### src/rtl/pipeline_uart_rx_fifo.sv
// pipeline_uart_rx_fifo
// Byte FIFO and CPU register front-end behind the pipeline UART receiver.
// Each rising edge of rx_status pushes rx_data. The CPU sees three registers,
// selected by addr[3:2]: RXD (0, read pops), STAT (1) and CTRL (2).
// Optional feature macro: UART_RX_IRQ_EN. It enables the CTRL.ie bit and the
// level interrupt. Without it, ie reads 0 and irq is tied low.
module pipeline_uart_rx_fifo #(
    parameter int DEPTH = 8,
    localparam int CW = $clog2(DEPTH) + 1
) (
    input  logic        clk,
    input  logic        reset,
    input  logic        rx_status,
    input  logic [7:0]  rx_data,
    input  logic [3:0]  addr,
    input  logic        rd,
    input  logic        wr,
    input  logic [31:0] wdata,
    output logic [31:0] rdata,
    output logic        irq
);

    localparam int AW = CW - 1;
    localparam logic [CW-1:0] FULL_CNT = CW'(DEPTH);

    // Pack the STAT word: not_empty, full, sticky overrun, occupancy count.
    function automatic logic [31:0] stat_word(input logic ne, input logic fu,
                                              input logic ov, input logic [CW-1:0] cnt);
        logic [31:0] w;
        w = 32'd0;
        w[0] = ne;
        w[1] = fu;
        w[2] = ov;
        w[CW+7:8] = cnt;
        return w;
    endfunction

    logic [7:0]    r_mem [DEPTH];
    logic [AW-1:0] r_wptr;
    logic [AW-1:0] r_rptr;
    logic [CW-1:0] r_count;
    logic          r_ovr;
    logic          r_rx_status_d;
    logic [31:0]   r_rdata;

    logic          w_empty;
    logic          w_full;
    logic          w_push_req;
    logic          w_rd_rxd;
    logic          w_pop;
    logic          w_wr;
    logic          w_ctrl_wr;
    logic          w_flush;
    logic          w_clr;
    logic          w_push;
    logic          w_ovr_evt;
    logic [CW-1:0] w_count_nxt;
    logic          w_ovr_nxt;
    logic          w_ie_rd;
    logic [31:0]   w_rdata_nxt;
    logic          w_unused_bits;

    assign w_empty    = (r_count == {CW{1'b0}});
    assign w_full     = (r_count == FULL_CNT);
    assign w_push_req = rx_status & ~r_rx_status_d;
    assign w_rd_rxd   = rd & (addr[3:2] == 2'd0);
    // A read of an empty RXD returns 0 and leaves the FIFO alone.
    assign w_pop      = w_rd_rxd & ~w_empty;
    // A store is ignored when it collides with a load.
    assign w_wr       = wr & ~rd;
    assign w_ctrl_wr  = w_wr & (addr[3:2] == 2'd2);
    assign w_flush    = w_ctrl_wr & wdata[1];
    assign w_clr      = w_ctrl_wr & wdata[2];
    // A full FIFO still accepts a byte when the same cycle frees a slot.
    assign w_push     = w_push_req & ~w_flush & (~w_full | w_pop);
    assign w_ovr_evt  = w_push_req & ~w_flush & w_full & ~w_pop;
    assign w_unused_bits = ^{addr[1:0], wdata[31:3], wdata[0]};

    // Next occupancy and overrun. A flush wins over everything.
    // A fresh overrun wins over clr_ovr in the same cycle.
    always_comb begin
        w_count_nxt = r_count;
        w_ovr_nxt   = r_ovr;
        if (w_flush) begin
            w_count_nxt = {CW{1'b0}};
            w_ovr_nxt   = 1'b0;
        end else begin
            w_count_nxt = r_count + {{(CW-1){1'b0}}, w_push} - {{(CW-1){1'b0}}, w_pop};
            if (w_ovr_evt) begin
                w_ovr_nxt = 1'b1;
            end else if (w_clr) begin
                w_ovr_nxt = 1'b0;
            end else begin
                w_ovr_nxt = r_ovr;
            end
        end
    end

    // Load data mux. STAT shows the state before any same-cycle push.
    always_comb begin
        w_rdata_nxt = 32'd0;
        case (addr[3:2])
            2'd0: begin
                if (w_empty) begin
                    w_rdata_nxt = 32'd0;
                end else begin
                    w_rdata_nxt = {24'd0, r_mem[r_rptr]};
                end
            end
            2'd1:    w_rdata_nxt = stat_word(~w_empty, w_full, r_ovr, r_count);
            2'd2:    w_rdata_nxt = {31'd0, w_ie_rd};
            default: w_rdata_nxt = 32'd0;
        endcase
    end

    // Store the byte at the write pointer. The array is not reset, because
    // the count gates every read of it.
    always_ff @(posedge clk) begin
        if (reset && w_push) begin
            r_mem[r_wptr] <= rx_data;
        end
    end

    // Pointers, count, overrun, strobe history and the registered load data.
    always_ff @(posedge clk) begin
        if (!reset) begin
            r_wptr        <= {AW{1'b0}};
            r_rptr        <= {AW{1'b0}};
            r_count       <= {CW{1'b0}};
            r_ovr         <= 1'b0;
            r_rx_status_d <= 1'b1;
            r_rdata       <= 32'd0;
        end else begin
            r_rx_status_d <= rx_status;
            r_count       <= w_count_nxt;
            r_ovr         <= w_ovr_nxt;
            if (w_flush) begin
                r_wptr <= {AW{1'b0}};
                r_rptr <= {AW{1'b0}};
            end else begin
                if (w_push) begin
                    r_wptr <= r_wptr + {{(AW-1){1'b0}}, 1'b1};
                end
                if (w_pop) begin
                    r_rptr <= r_rptr + {{(AW-1){1'b0}}, 1'b1};
                end
            end
            if (rd) begin
                r_rdata <= w_rdata_nxt;
            end
        end
    end

    assign rdata = r_rdata;

`ifdef UART_RX_IRQ_EN
    logic r_ie;
    logic r_irq;
    logic w_ie_nxt;

    assign w_ie_nxt = w_ctrl_wr ? wdata[0] : r_ie;
    assign w_ie_rd  = r_ie;

    // Interrupt enable and a level interrupt taken from next-state occupancy.
    always_ff @(posedge clk) begin
        if (!reset) begin
            r_ie  <= 1'b0;
            r_irq <= 1'b0;
        end else begin
            r_ie  <= w_ie_nxt;
            r_irq <= w_ie_nxt & (w_count_nxt != {CW{1'b0}});
        end
    end

    assign irq = r_irq;
`else
    assign w_ie_rd = 1'b0;
    assign irq     = 1'b0;
`endif

endmodule

### config.mk
export PLATFORM = sky130hd
export DESIGN_NAME = pipeline_uart_rx_fifo
export DESIGN_NICKNAME = d
export VERILOG_FILES = /design/src/rtl/pipeline_uart_rx_fifo.sv
export SDC_FILE = /design/constraint.sdc
export NUM_CORES = 1
export LEC_CHECK = 0
export ABC_AREA = 1
export CAP_MARGIN = 20
export CORE_MARGIN = 2
export CORE_UTILIZATION = 40
export CTS_CLUSTER_DIAMETER = 200
export CTS_CLUSTER_SIZE = 14
export DETAILED_ROUTE_END_ITERATION = 7
export PLACE_DENSITY = 0.67
export SETUP_SLACK_MARGIN = 0.1
export SKIP_CTS_REPAIR_TIMING = 1
export SYNTH_ARGS = -nofsm -noshare
export SYNTH_HDL_FRONTEND = slang
export SYNTH_SLANG_ARGS = --single-unit
### constraint.sdc
create_clock -name clk -period 2.1 [get_ports clk]
set_clock_uncertainty 0.1 [all_clocks]
set_input_delay 0.63 -clock clk [delete_from_list [all_inputs] [get_ports clk]]
set_output_delay 0.63 -clock clk [all_outputs]
set_load 0.03 [all_outputs]
==> impl_metrics.json <==
{
  "drc": 0,
  "vdd_drop_max_v": 0.000353,
  "hold_ws_ns": 0.369,
  "cts_max_path_buffers": 2,
  "synth_cell_type_count": 32,
  "netlist_instances": 383,
  "finalSetupViolations": 0,
  "holdPathStages": 2,
  "crit_buf_inv": 3,
  "grt_use_total_pct": 16.6,
  "synth_area_per_cell_um2": 10.2,
  "antenna_left": 0,
  "cts_made_buffers": 9,
  "max_freq_mhz": 492,
  "pre_cts_slack_ns": -0.641,
  "final_util_pct": 50.4,
  "power_density_nw_per_um2": 766,
  "grt_pass1_vias": 2629,
  "crit_path_end_kind": "flop",
  "reg2reg_from": "r_count[3]",
  "dpl.hpwl_um": 5510,
  "wirelength_um": 8430,
  "crit_arrival_ns": 2.20,
  "vias": 2788,
  "hold_viol_final": 0,
  "die_area_um2": 10600,
  "layout_setup_ws_ns": 0.0669,
  "reg2reg_to": "r_count[2]",
  "drtPass1Iterations": 4,
  "crit_fanout": 3,
  "ioPinCount": 82,
  "num_rows": 36,
  "min_period_ns": 2.03,
  "final_layout_size_suffix_gt1_share_pct": 20.9,
  "gr-total-overflow": 0,
  "slowest_stage": "dfxtp_4",
  "holdPathEnd": "rdata[8]",
  "startpoint": "r_count[3]",
  "nets": 506,
  "ys.warnings.count": 0,
  "holdCritStartpoint": "rdata[8]",
  "cp-start-kind": "flop",
  "final_cell_mix": "nand2_1 (65), edfxtp_1 (64), nor2_1 (53)",
  "gp_congestion": 0.798,
  "timing.final.crit_share_pct": 96.8,
  "synth_top_cell_area_share_pct": 49.2,
  "swShare_pct": 27.5,
  "p_leak_nw": 2.08,
  "cts_root_buf": "clkbuf_8",
  "rrSetupSlack_ns": 0.07,
  "start_util_pct": 40.5,
  "viasPerCell": 4.75,
  "area_growth_pct": 24.3,
  "n_antenna_cell": 0,
  "chipWidth_um": 103,
  "share_comb_of_total_power_pct": 17.7,
  "outcome": "completed",
  "power_w": 0.00372,
  "core_um2": 9640,
  "p_clk_share_pct": 28.5,
  "cp_top_family": "adder cells",
  "switchingPower_w": 0.00102,
  "maxSlewViolCount": 0,
  "final_common_cell": "nand2_1",
  "rsz0062_at_grt": "yes",
  "max-cap-violations": 0,
  "yosys.area.top_type": "edfxtp_1",
  "die_h_um": 103,
  "drt_iter0_markers": 161,
  "portBuffers": 28,
  "tritoncts": "done",
  "clkSinkCount": 91,
  "ys_top_cells_by_area": "edfxtp_1 (49%), dfxtp_1 (14%), nand2_1 (6.8%)",
  "wl_per_cell_um": 14.4,
  "htree_levels": 3,
  "fillers": 859,
  "p_int_w": 0.00270,
  "antenna_found_initial": 0,
  "synth-seq-cells": 91,
  "syn_area_um2": 3910,
  "cp.required_ns": 2.26,
  "path_cells": "inv_1 -> ha_1 -> nand2_2 -> nand2_4 -> nand2_4 -> nand2_4 -> clkinv_4 -> nand2_2 -> nand2_2 -> ha_4 -> inv_2 -> fa_2 -> xor2_1 -> nor2_1",
  "grt_pass1_wl_um": 12900,
  "setup_tns_ns": 0,
  "hold_class": "flop to flop",
  "seq_area_frac_synth_pct": 63.0,
  "r2r_cells": 14,
  "grt_max_degree": 33,
  "pwr-share-seq_pct": 53.8,
  "insertion_delay_ns": 0.37,
  "critPathMaxStageDelay_ns": 0.38,
  "crit_type": "flop to flop",
  "path_clk_slew_ns": 0.09
}
## sequential cells by signal, indices dropped and copies added (netlist names), named ones only
| register | count |
|---|---|
| r_count | 4 |
| r_mem | 64 |
| r_ovr | 1 |
| r_rptr | 3 |
| r_rx_status_d | 1 |
| r_wptr | 3 |
| rdata | 12 |
## synthesized netlist by cell type
cell type,instances
nand2_1,71
edfxtp_1,64
nor2_1,59
nand3_1,31
dfxtp_1,27
buf_4,22
o21ai_0,22
a21oi_1,21
inv_1,17
ha_1,7
buf_2,6
nor3_1,5
clkbuf_1,4
clkbuf_2,3
xor2_1,3
clkinv_1,2
nand2_4,2
nand4_1,2
o21ai_1,2
a31oi_1,1
clkinv_2,1
conb_1,1
fa_1,1
inv_2,1
nand2_2,1
nand3_2,1
nand3b_1,1
nand3b_2,1
nor3_2,1
nor3b_1,1
o21bai_1,1
or2_2,1
## worst max path at each step
stage                  endpoint  slack (ns)  cells past startpoint
CTS                  r_count[1]       -0.25                     13
floorplan           r_mem[0][0]       -0.12                      5
finish               r_count[2]        0.07                     14
detailed placement   r_count[1]       -0.64                     13
global placement     r_count[1]       -0.62                     13
global route         r_count[1]       -0.04                     12
## kinds of logic after synthesis
logic type	Yosys count	synth area share [%]
fa+ha+maj	8	2.75
simple gates	177	19.5
flops	91	63.0
buf+inv	56	7.82
xor+xnor	3	0.673
compound gates	47	6.12
other cells	1	0.0960
## power groups by stage
stage	logic [W]	registers, W	clock network (W)
3_5_place_dp	0.000569	0.00203	0
6_report	0.000658	0.00200	0.00106
5_1_grt	0.000724	0.00201	0.00115
3_3_place_gp	0.000548	0.00203	0
2_1_floorplan	0.000370	0.00205	0
4_1_cts	0.000572	0.00199	0.00108
## worst min-delay path, stage by stage (launching register included)
cell and delay [ns]:
dfxtp_1 0.32, nand2_1 0.06, a21oi_1 0.06
## metrics by stage
step	instances	instance area, um2
final	587	4860
after global routing	587	4860
after CTS	584	4690
after detailed placement	568	4520
after global placement	568	4520
after floorplan	403	4000
## area by class of cell
class	count	area, um2	share of cell area (%)
clock buffer	12	145	2.99
clock inverter	4	27.5	0.567
inverter	21	83.8	1.73
multi-input combinational	256	1330	27.4
sequential	91	2470	50.8
tap	133	166	3.43
timing repair buffer	70	633	13.0
## per-layer routing
layer / track usage, % / share of wire (%)
met5: 0 / 0
met3: 4.27 / 4.8
met1: 20.6 / 43
met4: 6.48 / 1.3
met2: 28.0 / 51
Power figures use the tool's default switching activity.
